## config.mk

```make
export PLATFORM = sky130hd
export DESIGN_NAME = fifo_trig_flat
export DESIGN_NICKNAME = d
export VERILOG_FILES = /design/src/rtl/fifo_trig_if.sv /design/src/rtl/fifo_trig.sv /design/src/flat_wrapper.sv
export SDC_FILE = /design/constraint.sdc
export NUM_CORES = 1
export LEC_CHECK = 0
export BUFFER_PORTS_ARGS = -buffer_cell sky130_fd_sc_hd__buf_2
export CAP_MARGIN = 20
export CORE_MARGIN = 4
export CORE_UTILIZATION = 60
export CTS_CLUSTER_SIZE = 20
export DETAILED_ROUTE_END_ITERATION = 6
export GPL_TIMING_DRIVEN = 0
export PLACE_DENSITY = 0.84
export SETUP_SLACK_MARGIN = 0.02
export SLEW_MARGIN = 20
export SYNTH_ARGS = -nofsm -noshare
export SYNTH_HDL_FRONTEND = slang
export SYNTH_SLANG_ARGS = --single-unit
```

## constraint.sdc

```tcl
create_clock -name clk -period 4.3 [get_ports clk]
set_input_delay 0.86 -clock clk [delete_from_list [all_inputs] [get_ports clk]]
set_output_delay 0.86 -clock clk [all_outputs]
set_load 0.05 [all_outputs]
```

## src/rtl/fifo_trig_if.sv

```systemverilog
// Bundles the FIFO's write, read, status and control signals into one port.
// The FIFO instance connects through the slave modport; its user connects through master.
interface fifo_trig_if #(
    parameter int WIDTH     = 8,
    parameter int TAG_WIDTH = 3,
    parameter int DEPTH     = 16
);
    localparam int LVL_W = $clog2(DEPTH) + 1;

    logic                 flush;
    logic                 wr_en;
    logic [WIDTH-1:0]     wr_data;
    logic [TAG_WIDTH-1:0] wr_tag;
    logic                 rd_en;
    logic [WIDTH-1:0]     rd_data;
    logic [TAG_WIDTH-1:0] rd_tag;
    logic                 rd_valid;
    logic                 empty;
    logic                 full;
    logic [LVL_W-1:0]     level;
    logic [1:0]           trig_sel;
    logic                 trig;
    logic                 overrun;
    logic                 ovr_flag;
    logic                 ovr_clr;
    logic                 err_any;

    modport master (
        output flush, wr_en, wr_data, wr_tag, rd_en, trig_sel, ovr_clr,
        input  rd_data, rd_tag, rd_valid, empty, full, level, trig,
               overrun, ovr_flag, err_any
    );

    modport slave (
        input  flush, wr_en, wr_data, wr_tag, rd_en, trig_sel, ovr_clr,
        output rd_data, rd_tag, rd_valid, empty, full, level, trig,
               overrun, ovr_flag, err_any
    );
endinterface

```

## src/rtl/fifo_trig.sv

```systemverilog
// UART datapath FIFO: data plus status tag per entry, occupancy level, trigger-level
// interrupt, overrun pulse and sticky flag, error-in-FIFO flag, registered or FWFT read.
module fifo_trig #(
    parameter int WIDTH     = 8,
    parameter int TAG_WIDTH = 3,
    parameter int DEPTH     = 16,
    parameter int FWFT      = 0,
    parameter int TRIG0     = 1,
    parameter int TRIG1     = 4,
    parameter int TRIG2     = 8,
    parameter int TRIG3     = 14
) (
    input logic        clk,
    input logic        rst,
    fifo_trig_if.slave bus
);
    localparam int ADDR_WIDTH = $clog2(DEPTH);
    localparam int LVL_W      = ADDR_WIDTH + 1;
    localparam int ENTRY_W    = WIDTH + TAG_WIDTH;

    logic [ENTRY_W-1:0]    mem [DEPTH];
    logic [ADDR_WIDTH-1:0] wr_ptr;
    logic [ADDR_WIDTH-1:0] rd_ptr;
    logic [LVL_W-1:0]      level_q;
    logic [LVL_W-1:0]      err_cnt;
    logic                  overrun_q;
    logic                  ovr_flag_q;

    logic                  empty_w;
    logic                  full_w;
    logic                  pop;
    logic                  push;
    logic                  ovr_event;
    logic [ENTRY_W-1:0]    head;
    logic                  head_err;
    logic                  wr_err;
    logic [LVL_W-1:0]      threshold;

    assign empty_w   = (level_q == '0);
    assign full_w    = (level_q == LVL_W'(DEPTH));
    assign head      = mem[rd_ptr];
    assign head_err  = |head[TAG_WIDTH-1:0];
    assign wr_err    = |bus.wr_tag;

    // A write into a full FIFO still lands when the head leaves in the same cycle.
    assign pop       = bus.rd_en && !empty_w;
    assign push      = bus.wr_en && (!full_w || pop);
    assign ovr_event = bus.wr_en && full_w && !pop;

    always_ff @(posedge clk) begin
        if (rst && !bus.flush && push) begin
            mem[wr_ptr] <= {bus.wr_data, bus.wr_tag};
        end
    end

    always_ff @(posedge clk) begin
        if (!rst || bus.flush) begin
            wr_ptr     <= '0;
            rd_ptr     <= '0;
            level_q    <= '0;
            err_cnt    <= '0;
            overrun_q  <= 1'b0;
            ovr_flag_q <= 1'b0;
        end else begin
            if (push) begin
                wr_ptr <= wr_ptr + ADDR_WIDTH'(1);
            end
            if (pop) begin
                rd_ptr <= rd_ptr + ADDR_WIDTH'(1);
            end

            case ({push, pop})
                2'b10:   level_q <= level_q + LVL_W'(1);
                2'b01:   level_q <= level_q - LVL_W'(1);
                default: level_q <= level_q;
            endcase

            // Counts stored entries carrying any error tag bit.
            case ({push && wr_err, pop && head_err})
                2'b10:   err_cnt <= err_cnt + LVL_W'(1);
                2'b01:   err_cnt <= err_cnt - LVL_W'(1);
                default: err_cnt <= err_cnt;
            endcase

            overrun_q <= ovr_event;
            if (ovr_event) begin
                ovr_flag_q <= 1'b1;
            end else if (bus.ovr_clr) begin
                ovr_flag_q <= 1'b0;
            end
        end
    end

    generate
        if (FWFT == 0) begin : g_reg_read
            logic [WIDTH-1:0]     rd_data_q;
            logic [TAG_WIDTH-1:0] rd_tag_q;
            logic                 rd_valid_q;

            always_ff @(posedge clk) begin
                if (!rst || bus.flush) begin
                    rd_data_q  <= '0;
                    rd_tag_q   <= '0;
                    rd_valid_q <= 1'b0;
                end else begin
                    rd_valid_q <= pop;
                    if (pop) begin
                        rd_data_q <= head[ENTRY_W-1:TAG_WIDTH];
                        rd_tag_q  <= head[TAG_WIDTH-1:0];
                    end
                end
            end

            assign bus.rd_data  = rd_data_q;
            assign bus.rd_tag   = rd_tag_q;
            assign bus.rd_valid = rd_valid_q;
        end else begin : g_fwft_read
            assign bus.rd_data  = head[ENTRY_W-1:TAG_WIDTH];
            assign bus.rd_tag   = head[TAG_WIDTH-1:0];
            assign bus.rd_valid = !empty_w;
        end
    endgenerate

    always_comb begin
        threshold = LVL_W'(TRIG0);
        case (bus.trig_sel)
            2'd0:    threshold = LVL_W'(TRIG0);
            2'd1:    threshold = LVL_W'(TRIG1);
            2'd2:    threshold = LVL_W'(TRIG2);
            default: threshold = LVL_W'(TRIG3);
        endcase
    end

    assign bus.trig     = (level_q >= threshold);
    assign bus.level    = level_q;
    assign bus.empty    = empty_w;
    assign bus.full     = full_w;
    assign bus.overrun  = overrun_q;
    assign bus.ovr_flag = ovr_flag_q;
    assign bus.err_any  = (err_cnt != '0);
endmodule

```

## src/flat_wrapper.sv

```systemverilog
// flat-port wrapper written by rule: the top's interface ports become plain ports
module fifo_trig_flat 
#(
    parameter int WIDTH     = 8,
    parameter int TAG_WIDTH = 3,
    parameter int DEPTH     = 16,
    parameter int FWFT      = 0,
    parameter int TRIG0     = 1,
    parameter int TRIG1     = 4,
    parameter int TRIG2     = 8,
    parameter int TRIG3     = 14
)
  (clk, rst, bus_flush, bus_wr_en, bus_wr_data, bus_wr_tag, bus_rd_en, bus_trig_sel, bus_ovr_clr, bus_rd_data, bus_rd_tag, bus_rd_valid, bus_empty, bus_full, bus_level, bus_trig, bus_overrun, bus_ovr_flag, bus_err_any);
  fifo_trig_if #(.WIDTH(WIDTH), .TAG_WIDTH(TAG_WIDTH), .DEPTH(DEPTH)) bus_i ();
  input logic clk;
  input logic rst;
  input wire logic [$bits(bus_i.flush)-1:0] bus_flush;
  input wire logic [$bits(bus_i.wr_en)-1:0] bus_wr_en;
  input wire logic [$bits(bus_i.wr_data)-1:0] bus_wr_data;
  input wire logic [$bits(bus_i.wr_tag)-1:0] bus_wr_tag;
  input wire logic [$bits(bus_i.rd_en)-1:0] bus_rd_en;
  input wire logic [$bits(bus_i.trig_sel)-1:0] bus_trig_sel;
  input wire logic [$bits(bus_i.ovr_clr)-1:0] bus_ovr_clr;
  output wire logic [$bits(bus_i.rd_data)-1:0] bus_rd_data;
  output wire logic [$bits(bus_i.rd_tag)-1:0] bus_rd_tag;
  output wire logic [$bits(bus_i.rd_valid)-1:0] bus_rd_valid;
  output wire logic [$bits(bus_i.empty)-1:0] bus_empty;
  output wire logic [$bits(bus_i.full)-1:0] bus_full;
  output wire logic [$bits(bus_i.level)-1:0] bus_level;
  output wire logic [$bits(bus_i.trig)-1:0] bus_trig;
  output wire logic [$bits(bus_i.overrun)-1:0] bus_overrun;
  output wire logic [$bits(bus_i.ovr_flag)-1:0] bus_ovr_flag;
  output wire logic [$bits(bus_i.err_any)-1:0] bus_err_any;
  assign bus_i.flush = bus_flush;
  assign bus_i.wr_en = bus_wr_en;
  assign bus_i.wr_data = bus_wr_data;
  assign bus_i.wr_tag = bus_wr_tag;
  assign bus_i.rd_en = bus_rd_en;
  assign bus_i.trig_sel = bus_trig_sel;
  assign bus_i.ovr_clr = bus_ovr_clr;
  assign bus_rd_data = bus_i.rd_data;
  assign bus_rd_tag = bus_i.rd_tag;
  assign bus_rd_valid = bus_i.rd_valid;
  assign bus_empty = bus_i.empty;
  assign bus_full = bus_i.full;
  assign bus_level = bus_i.level;
  assign bus_trig = bus_i.trig;
  assign bus_overrun = bus_i.overrun;
  assign bus_ovr_flag = bus_i.ovr_flag;
  assign bus_err_any = bus_i.err_any;
  fifo_trig #(.WIDTH(WIDTH), .TAG_WIDTH(TAG_WIDTH), .DEPTH(DEPTH), .FWFT(FWFT), .TRIG0(TRIG0), .TRIG1(TRIG1), .TRIG2(TRIG2), .TRIG3(TRIG3)) u_core (.clk(clk), .rst(rst), .bus(bus_i));
endmodule
```

# Word-level counts from Yosys, hierarchy flattened
# Memories as Yosys holds them, arrays and structs flattened. A register that Yosys moved wholly into a read port is not among the register bits.
# Cells that the tools add are included.
[op_classes]
magnitude_cmp = 1
eq_ne = 7
muxes = 9
add_sub_neg = 6
n_reduce_logical = 23
[ops]
columns = ["cell", "n"]
rows = [
  ["$pmux 5 s2", 2],
  ["$pmux 4 s3", 1],
  ["$add 5x1->5 const B", 2],
  ["$sub 5x1->5 const B", 2],
  ["$add 4x1->4 const B", 2],
  ["$logic_and 1x1->1", 8],
  ["$mux 4", 2],
  ["$eq 2x1->1 const B", 3],
  ["$eq 2x2->1 const B", 3],
  ["$reduce_bool 2->1", 3],
  ["$reduce_or 3->1", 2],
  ["$eq 5x5->1 const B", 1],
  ["$ge 5x4->1", 1],
  ["$logic_not 1->1", 5],
  ["$logic_not 5->1", 1],
  ["$reduce_bool 5->1", 1],
  ["$mux 1", 4],
  ["$logic_not 2->1", 1],
  ["$logic_or 1x1->1", 2],
]
[totals]
out_inout_bits = 23
ram_bits = 176
input_bits = 19
register_bits = 32
mem_count = 1
[memory_table]
columns = ["memory", "words", "word_bits", "rd", "rd_clocked_by_memory_dff", "wr", "line_no", "rtl"]
rows = [
  ["u_core.mem", 16, 11, 1, 1, 1, "fifo_trig.sv:21", "logic [ENTRY_W-1:0] mem [DEPTH];"],
]

# Depth between registers and ports, before layout
[depth]
word_depth = 8
depth_mapped = 16

# Least setup slack after synthesis
# Ideal clock, no wire load.
[synth_path]
kind = "flip-flop to flip-flop"
start = "reg u_core.level_q[0] (netlist: u_core.bus.level[0])"
end = "reg u_core.level_q[4] (netlist: u_core.bus.level[4])"
period_less_slack_ns = 3.271
setup_ns = 0.071
slack_ns = 1.029
arrival_time_ns = 3.200
stages_incl_launch_ff = 12
n_path_buf = 2
path_cell_list = "dfxtp_1 > or4_1 > buf_6 > o21ai_2 > clkbuf_8 > nor2_1 > fa_1 > a21o_1 > a21oi_1 > mux2_2 > mux2_2 > a21oi_1"
[synth_via]
elab_chain_len = 7
[synth_lines]
columns = ["item", "line_no", "rtl"]
rows = [
  ["from (decl)", "fifo_trig.sv:24", "logic [LVL_W-1:0] level_q;"],
  ["from (signal assigned)", "fifo_trig.sv:73", "2'b10: level_q <= level_q + LVL_W'(1);"],
  ["from (signal assigned)", "fifo_trig.sv:74", "2'b01: level_q <= level_q - LVL_W'(1);"],
  ["from (signal assigned)", "fifo_trig.sv:75", "default: level_q <= level_q;"],
  ["$logic_not 5->1", "fifo_trig.sv:39", "assign empty_w = (level_q == '0);"],
  ["$logic_not 1->1", "fifo_trig.sv:46", "assign pop = bus.rd_en && !empty_w;"],
  ["$logic_and 1x1->1", "fifo_trig.sv:46", ""],
  ["$logic_or 1x1->1", "fifo_trig.sv:47", "assign push = bus.wr_en && (!full_w || pop);"],
  ["$logic_and 1x1->1", "fifo_trig.sv:47", ""],
  ["$eq 2x1->1 or $eq 2x2->1 (tied branches)", "fifo_trig.sv:72", "case ({push, pop})"],
  ["$pmux 5 s2 or $reduce_bool 2->1 (tied branches)", "--", ""],
]
# Several ways; a longest one is shown, not always the timed one.
# A chain may end at the register's enable or synchronous reset.

==> flow_summary_export.csv <==
group,metric,value,unit
status,status,"completed",
sta,worst_pin_slew,1.101,ns
logic_synthesis,yosysTopAreaCell,"edfxtp_1",
die,core_area,14040,um2
placed_design,pre_cts_slack,0.5817,ns
sta,worst_slew_margin_rel,26.34,%
sta,grt_setup_unrepaired,"false",
final_layout,area_growth,12.96,%
die,initial_core_util,62.17,%
clock_network,cts_max_level,1,
global_route,use_met3,3.819,%
logic_synthesis,ys_seq_area_share,68.80,%
pwr,vdd_drop_max,0.3040,mV
clock_network,clkTransAtPathRegs,0.06,ns
logic_synthesis,synth_flop_cell,"edfxtp_1",
sta,hold_violations,0,
die,die_h,128.6,um
sta,post-route-period-util,88.95,%
logic_synthesis,synth_edf_count,176,
final_layout,num_antenna_cells,0,
global_route,antenna_found_initial,0,
worst_setup_path,worstPathArrival,4.24,ns
global_route,grt_overflow,0,
die,die_x,128.6,um
global_route,met2_usage,36.07,%
global_route,grt_pass1_vias,4786,
logic_synthesis,synthTopCellsByArea,"edfxtp_1 (61%), dfxtp_1 (8.3%), mux4_2 (7.2%)",
logic_synthesis,async_flop_share,0,%
final_layout,nNetsFinal,601,
hold_path,hold_class,"reg2reg",
clock_network,cts_resized,0,
clock_network,cts_sinks,212,
sta,holdWs,0.4665,ns
drt,drt-pass1-iter-count,5,
global_route,grt_busiest_layer,"met2",
worst_setup_path,worst_setup_path_end_kind,"flop",
clock_network,cts_root_buffer,"clkbuf_16",
placed_design,portBuffers,41,
worst_setup_path,crit_type,"reg2reg",
worst_setup_path,crit_fanout,10,
sta,fin_ws,0.4751,ns
final_layout,instances_no_fill,759,
drt,ant_nets,0,
die,io-pin-count,42,
sta,drv_slew,0,
drt,wl_per_cell,23.19,um
drt,drt_iter0_drc,545,
clock_network,cts_buffer_depth,3,
logic_synthesis,synth.distinct_cells,53,
logic_synthesis,yosysTopAreaCellShare,60.54,%
final_layout,drive_gt1_share,26.08,%
sta,period_minus_slack,3.825,ns
logic_synthesis,synth_cells,495,
die,row_count,43,
clock_network,post_cts_buffers,0,
pwr,powerDensity,411.3,nW/um2
clock_network,clk_latency,0.49,ns
logic_synthesis,yosys_warnings,0,
placed_design,dp_cells,721,
final_layout,final_util,70.22,%
global_route,grt_start_max_net_pins,18,
sta,setup-tns-final,0,ns
logic_synthesis,synth-seq-cells,212,
clock_network,hold_buffers,0,
clock_network,cts_tree,"yes",
drt,vias_per_cell,6.285,
worst_setup_path,cp-start-kind,"flop",
logic_synthesis,syn_area,8730,um2
sta,setup_viol,0,
worst_setup_path,required,4.71,ns
global_route,use_met1,30.67,%
placed_design,place_congestion,0.7633,
sta,fmax,261.4,MHz
global_route,grt_usage,21.74,%
drt,vias,4770,
pwr,leakagePower,3.413,nW
run,drv_cap,0,
sta,fin_skew,0.01458,ns
logic_synthesis,synth_nets,532,
global_route,grt_pass1_wl,27.22,mm
placed_design,dpl.hpwl,11.41,mm
logic_synthesis,syn_area_per_cell,17.64,um2
die,dieArea,16540,um2
drt,drc_errors,0,
drt,routed_wl,17.60,mm
clock_network,cts_buffers,21,
[through the flow]
| step | area, um2 | power [mW] |
|---|---|---|
| 4_1_cts | 9848 | 4.072 |
| 6_report | 9861 | 4.056 |
| 3_5_place_dp | 9234 | 2.457 |
| 3_3_place_gp | 9160 | 2.447 |
| 2_1_floorplan | 8730 | 2.397 |
| 5_1_grt | 9861 | 4.176 |
[cell type report]
type / count / area (um2)
plain buffers: 27 / 262.8
well taps: 180 / 225.2
flip-flops and latches: 212 / 6006
clock buffers: 28 / 563.0
multi-input cells: 244 / 2461
repair buffers: 46 / 246.5
fillers: 806 / 4182
inverters: 12 / 45.04
clock inverters: 10 / 51.30
[cell usage after synthesis (2+ instances only)]
cell,count
a21o_1,3
or4_1,2
xor2_1,5
buf_2,3
fa_1,2
nor2b_1,5
mux2i_1,9
ha_1,16
o21a_1,2
clkdlybuf4s18_2,2
buf_6,6
xnor2_1,5
nand2b_1,8
o21ai_1,2
nand2_1,18
and3_1,3
mux4_2,28
a221oi_1,7
mux4_1,15
nand3_1,13
and2_1,2
o21ai_0,12
inv_1,12
mux2_2,3
nor2_1,34
clkbuf_1,5
a22o_1,8
nor3_1,6
clkbuf_8,8
dfxtp_1,36
edfxtp_1,176
and2b_2,2
a21oi_1,16
nand3b_1,2
[flip-flops by register name, summed over array words and instances, names as in the netlist, named ones only]
signal	count
u_core.rd_ptr	4
u_core.err_cnt	5
u_core.bus.overrun	1
u_core.bus.rd_data	8
u_core.bus.rd_valid	1
u_core.bus.rd_tag	3
u_core.bus.ovr_flag	1
u_core.bus.level	5
u_core.mem	176
u_core.wr_ptr	4
[report_power, final]
| part | internal [mW] | switching (mW) | leakage [nW] | total, mW |
|---|---|---|---|---|
| sequential | 2.23 | 0.00672 | 1.87 | 2.24 |
| clock | 0.922 | 0.719 | 0.303 | 1.64 |
| combinational | 0.0636 | 0.114 | 1.24 | 0.178 |
[cell families (layout without fill, tap and decap cells)]
group / count (synthesis) / after routing / synth area share (%)
muxes: 56 / 56 / 13.32
buffers and inverters: 39 / 123 / 3.526
and+or+nand+nor: 102 / 102 / 5.920
adders and majority gates: 18 / 18 / 2.752
xor gates and xnor gates: 10 / 10 / 1.003
AOI/OAI and AO/OA: 58 / 58 / 4.687
DFF: 212 / 212 / 68.80
[placed cells by master, fill, tap and decap left out, types with 3 or more instances in the layout]
master,n
mux2i_1,9
ha_1,16
buf_2,44
clkinv_2,4
mux4_2,28
mux4_1,15
nor3_2,4
inv_1,12
a221oi_1,7
a22o_1,8
clkbuf_16,21
mux2_2,3
nor2_2,10
nand3_1,13
nor2_1,24
and3_1,3
buf_6,7
clkbuf_1,10
dfxtp_1,36
xor2_1,5
a21o_1,3
buf_4,5
a21oi_1,16
nand2b_1,8
clkbuf_8,9
o21ai_0,12
xnor2_1,5
edfxtp_1,176
clkinv_1,4
nor2b_1,5
nand2_1,18
[final timing paths]
path         depth (start not counted)                   from                    end  slack, ns
max                                 14                   flop      u_core.err_cnt[4]       0.48
max reg2reg                         14                   flop      u_core.err_cnt[4]       0.48
min reg2reg                          2  u_core.bus.rd_data[0]  u_core.bus.rd_data[0]       0.47
min                                  2  u_core.bus.rd_data[0]  u_core.bus.rd_data[0]       0.47
[worst max-delay path: stages, from the launching register on]
cell and delay (ns):
dfxtp_1 0.32, buf_6 0.17, buf_6 0.20, mux4_1 0.58
mux2i_1 0.25, nand2_1 0.08, o21ai_0 0.19, a31oi_1 0.23
ha_1 0.31, ha_1 0.33, nor2b_1 0.15, o21ai_0 0.20
a21oi_1 0.12, or4_1 0.47, a21oi_1 0.14
[metal layers]
layer | vias up | wire length (um)
met4 | 0 | 296
met1 | 2419 | 7236
met3 | 25 | 1332
met2 | 237 | 8732
met5 | - | 0
li1 | 2089 | -
Note: power is estimated with default switching activity, not from simulation.
